`src/rtl/sprite_dma.sv`:
```
// sprite_dma: bus-mastering page-copy DMA for the 2A03 CPU complex.
// A write to TRIGGER_ADDR halts the CPU and copies LEN bytes from {page,idx} to dest.
module sprite_dma #(
   parameter logic [15:0] TRIGGER_ADDR = 16'h4014,
   parameter logic [15:0] DEST_ADDR    = 16'h2004,
   parameter int unsigned LEN          = 256,
   parameter bit          DEST_INCR    = 1'b0
) (
   input  logic        clock,
   input  logic        nreset,
   input  logic [15:0] cpu_addr,
   input  logic [7:0]  cpu_data_out,
   input  logic        cpu_rw,
   input  logic [7:0]  bus_data_in,
   output logic [15:0] bus_addr,
   output logic [7:0]  bus_data_out,
   output logic        bus_rw,
   output logic        halt,
   output logic        busy
);

   typedef enum logic [2:0] {
      S_IDLE,
      S_HALT,
      S_ALIGN,
      S_READ,
      S_WRITE
   } state_t;

   state_t      state_q;
   logic        parity_q;
   logic [7:0]  page_q;
   logic [8:0]  idx_q;
   logic [8:0]  idx_d;
   logic [15:0] dest_q;
   logic [15:0] dest_d;
   logic [7:0]  data_q;
   logic [15:0] addr_q;
   logic [7:0]  wdata_q;
   logic        rw_q;
   logic        halt_q;
   logic        busy_q;
   logic        trig;
   logic        last;

   assign trig   = !cpu_rw && (cpu_addr == TRIGGER_ADDR);
   assign idx_d  = idx_q + 9'd1;
   assign dest_d = DEST_INCR ? dest_q + 16'd1 : dest_q;
   assign last   = (idx_q == 9'(LEN - 1));

   // Outputs are registered: each transition loads the bus values of the state being entered.
   always_ff @(posedge clock or negedge nreset) begin
      if (!nreset) begin
         state_q  <= S_IDLE;
         parity_q <= 1'b0;
         page_q   <= 8'h00;
         idx_q    <= 9'd0;
         dest_q   <= 16'h0000;
         data_q   <= 8'h00;
         addr_q   <= 16'h0000;
         wdata_q  <= 8'h00;
         rw_q     <= 1'b1;
         halt_q   <= 1'b0;
         busy_q   <= 1'b0;
      end else begin
         parity_q <= ~parity_q;
         unique case (state_q)
            S_IDLE: begin
               if (trig) begin
                  state_q <= S_HALT;
                  page_q  <= cpu_data_out;
                  idx_q   <= 9'd0;
                  dest_q  <= DEST_ADDR;
                  addr_q  <= {cpu_data_out, 8'h00};
                  wdata_q <= 8'h00;
                  rw_q    <= 1'b1;
                  halt_q  <= 1'b1;
                  busy_q  <= 1'b1;
               end
            end
            S_HALT: begin
               // parity_q=0 now means the next cycle is a put cycle
               if (!parity_q) begin
                  state_q <= S_ALIGN;
                  addr_q  <= {page_q, 8'h00};
               end else begin
                  state_q <= S_READ;
                  addr_q  <= {page_q, idx_q[7:0]};
               end
               rw_q <= 1'b1;
            end
            S_ALIGN: begin
               state_q <= S_READ;
               addr_q  <= {page_q, idx_q[7:0]};
               rw_q    <= 1'b1;
            end
            S_READ: begin
               state_q <= S_WRITE;
               data_q  <= bus_data_in;
               addr_q  <= dest_q;
               wdata_q <= bus_data_in;
               rw_q    <= 1'b0;
            end
            S_WRITE: begin
               idx_q   <= idx_d;
               dest_q  <= dest_d;
               wdata_q <= 8'h00;
               rw_q    <= 1'b1;
               if (last) begin
                  state_q <= S_IDLE;
                  addr_q  <= 16'h0000;
                  halt_q  <= 1'b0;
                  busy_q  <= 1'b0;
               end else begin
                  state_q <= S_READ;
                  addr_q  <= {page_q, idx_d[7:0]};
               end
            end
            default: begin
               state_q <= S_IDLE;
               addr_q  <= 16'h0000;
               wdata_q <= 8'h00;
               rw_q    <= 1'b1;
               halt_q  <= 1'b0;
               busy_q  <= 1'b0;
            end
         endcase
      end
   end

   assign bus_addr     = addr_q;
   assign bus_data_out = wdata_q;
   assign bus_rw       = rw_q;
   assign halt         = halt_q;
   assign busy         = busy_q;

endmodule

```
`config.mk`:
```
export PLATFORM = sky130hd
export DESIGN_NAME = sprite_dma
export DESIGN_NICKNAME = d
export VERILOG_FILES = /design/src/rtl/sprite_dma.sv
export SDC_FILE = /design/constraint.sdc
export NUM_CORES = 1
export LEC_CHECK = 0
export CAP_MARGIN = 20
export CORE_UTILIZATION = 49
export CTS_CLUSTER_DIAMETER = 120
export CTS_CLUSTER_SIZE = 20
export DETAILED_ROUTE_END_ITERATION = 8
export PLACE_DENSITY = 0.8
export SETUP_SLACK_MARGIN = 0.05
export SYNTH_ARGS = -nofsm -noshare
export SYNTH_HDL_FRONTEND = slang
export SYNTH_SLANG_ARGS = --single-unit
```
`constraint.sdc`:
```
create_clock -name clock -period 2.9 [get_ports clock]
set_input_delay 0.87 -clock clock [delete_from_list [all_inputs] [get_ports clock]]
set_output_delay 0.87 -clock clock [all_outputs]
set_load 0.01 [all_outputs]
```
==> impl_metrics.py <==
metrics = {
    "sta": {
        "tightest_slew_ns": 0.781,
        "max_freq_mhz": 399,
        "tns_ns": 0,
        "period_minus_slack_ns": 2.51,
        "hold_viol": 0,
        "finalMaxSlewViolations": 0,
        "post-route-period-util_pct": 86.4,
        "setup_viol": 0,
        "slew_headroom_pct": 47.8,
        "rsz0062_at_grt": "false",
        "skew_ns": 0.00449,
    },
    "routing": {
        "wl_per_cell_um": 15.3,
        "viasPerCell": 5.71,
        "drc": 2,
        "first_pass_iters": 6,
        "vias": 1929,
        "drt_wl_total_mm": 5.18,
        "postRouteAntennaNets": 0,
        "first_iter_violations": 146,
    },
    "global_route": {
        "overflow": 0,
        "grt_pass1_vias": 1839,
        "antenna_found_initial": 0,
        "grt_max_degree": 26,
        "grt.total_usage_pct": 21.6,
        "grt_pass1_wl_mm": 8.64,
    },
    "logic_synthesis": {
        "syn_area_um2": 2400,
        "synthCells": 210,
        "ys_types": 53,
        "synth_area_leaders": "dfrtp_1 (49%), mux2_2 (10%), o2bb2ai_1 (3.3%)",
        "yosys.area.top_type": "dfrtp_1",
        "async_flop_share_pct": 100,
        "ys_dominant_reg_cell": "dfrtp_1",
        "synth_nets": 247,
        "yosysMostFrequentCell": "dfrtp_1",
        "synth_top_area_share_pct": 49.1,
        "yosysWarnings": 0,
        "syn_avg_cell_area_um2": 11.4,
        "yosys-top-cells-count": "dfrtp_1 (47), mux2_2 (22), nand2_1 (11)",
        "ys_seq_area_share_pct": 50.2,
        "ys_ff_latch": 48,
        "synth_edf_count": 0,
    },
    "setup_path": {
        "critical_path.top_delay_family": "simple AND/OR/NAND/NOR gates",
        "reg2reg_to": "bus_addr[13]",
        "ff2ff_setup_slack_ns": 0.39,
        "cpMostUsedCell": "ha_1",
        "slowest_delay_ns": 0.76,
        "cp_num_cells": 8,
        "cp.arrival_ns": 2.73,
        "reg2reg_depth": 8,
        "slowest_stage": "or4b_1",
        "crit_type": "flip-flop to flip-flop",
        "path_buf_inv": 0,
        "worstPathCellList": "ha_1, nand3_1, nor2_1, ha_1, or4b_1, o21ai_4, a222oi_1, mux2i_1",
        "crit_path_start_kind": "flip-flop",
        "r2r_start": "idx_q[0]",
        "critPathCaptureType": "flip-flop",
        "crit_required_ns": 3.12,
        "critPathMaxFanout": 9,
    },
    "clock_tree": {
        "clkTransAtPathRegs_ns": 0.08,
        "cts_setup_buffers": 0,
        "numCtsBuffers": 5,
        "cts_root_buf": "clkbuf_8",
        "cts_buffer_depth": 2,
        "cts_num_sinks": 48,
        "cts_resized": 0,
        "htreeDepth": 2,
        "clock_latency_ns": 0.30,
        "ctsHoldBuffers": 0,
        "cts_tree": "built",
    },
    "cells_and_area": {
        "diodes": 0,
        "nFillCells": 368,
        "seq_area_um2": 1200,
        "layoutNonFillerInstCount": 338,
        "nets": 307,
        "drive_gt1_share_pct": 16.6,
        "multi_input_area_um2": 1080,
        "syn2layout_area_growth_pct": 32.1,
    },
    "floorplan": {
        "core_um2": 4720,
        "io_pins": 62,
        "rows": 25,
        "die-width_um": 71.9,
        "die_y_um": 71.9,
        "start_util_pct": 50.7,
        "fp.dieArea_um2": 5170,
    },
    "worst_hold_path": {
        "holdPathStages": 1,
        "worstHoldPathType": "flip-flop to flip-flop",
        "min_to": "parity_q",
        "holdCritStartpoint": "parity_q",
    },
    "placement": {
        "place_hpwl_mm": 3.68,
        "dpl.cell_count": 330,
        "port_buffers": 61,
        "place.gp.congestion": 0.804,
    },
    "status": {
        "status": "finished with violations",
        "violations": "design-rule violations",
    },
    "job": {
        "max_cap_viol_count": 0,
    },
    "power": {
        "ir_drop_uv": 269,
        "power_per_cell_area_nw_per_um2": 370,
        "power_leakage_nw": 1.33,
    },
}
sequential cells by signal, indices dropped and copies added (netlist names):
register / count
bus_data_out: 8
idx_q: 9
state_q: 3
bus_addr: 16
parity_q: 1
dest_d: 1
bus_rw: 1
page_q: 8
busy: 1
metrics by stage:
stage / util [%] / area, um^2 / worst slack, ns / total power, mW / hold slack (ns)
finish: 67.0 / 3160 / 0.393 / 1.17 / 0.424
floorplan: - / 2400 / 0.633 / 0.704 / 0.395
detailed placement: 65.1 / 3070 / 0.0481 / 0.780 / 0.410
global route: 67.0 / 3160 / 0.221 / 1.21 / 0.449
global placement: 65.1 / 3070 / 0.144 / 0.779 / 0.405
CTS: 67.0 / 3160 / 0.380 / 1.18 / 0.423
worst max-delay path by stage:
stage | from | to | slack, ns
2_1_floorplan | cpu_addr[1] | page_q[0] | 0.63
3_3_place_gp | cpu_addr[1] | bus_addr[11] | 0.14
3_5_place_dp | cpu_addr[9] | bus_addr[5] | 0.05
4_1_cts | cpu_addr[9] | bus_addr[5] | 0.38
5_1_grt | cpu_addr[0] | bus_addr[5] | 0.22
6_report | idx_q[0] | bus_addr[13] | 0.39
kinds of logic (layout without fill, tap and decap cells):
family                     count (synthesis)  count (layout)  share of synthesized area (%)
muxes                                     24              24                           11.2
buffers and inverters                     24              85                           4.60
adders and majority gates                  2               2                           1.04
xor gates and xnor gates                   3               3                           1.10
AOI/OAI and AO/OA                         55              55                           18.9
DFF                                       48              48                           50.2
and+or+nand+nor                           54              54                           13.0
layout by cell type (no fill, tap or decap), types with 5 or more instances in the layout:
cell and instances:
clkdlybuf4s50_1 60, o2bb2ai_1 9, a22o_1 7, clkbuf_8 6, dfrtp_1 47, nand3_1 8, nor2_1 9, nand2_1 11
a221o_1 5, nor3_1 6, mux2_2 22, inv_1 9, a22oi_1 8, buf_4 6
routing by layer:
metal	global-route usage, %	wire length [um]	vias to the layer above	share of wire [%]
met4	6.10	57	0	1.1
met1	30.0	2410	930	47
met3	5.69	373	6	7.2
li1	-	-	918	-
met2	34.0	2340	75	45
met5	0	0	-	0
worst register-to-register path: cells and delay by family (launching register included):
kind	cells	cell delay (ns)
compound gates	2	0.38
fa+ha+maj	2	0.54
flops	1	0.46
mux	1	0.15
simple gates	3	0.91
layout make-up:
class / instances / share of cell area [%]
Clock buffer: 8 / 2.85
Inverter: 9 / 1.07
Multi-Input combinational cell: 138 / 34.2
Sequential cell: 48 / 38.0
Tap cell: 67 / 2.65
Timing Repair Buffer: 68 / 21.2
report_power, final:
part	internal [mW]	switching (mW)	leakage [nW]
Clock	0.195	0.209	0.0455
Combinational	0.0567	0.0292	0.652
Sequential	0.674	0.00595	0.629
Total	0.925	0.244	1.33
Note: power is estimated with default switching activity, not from simulation.
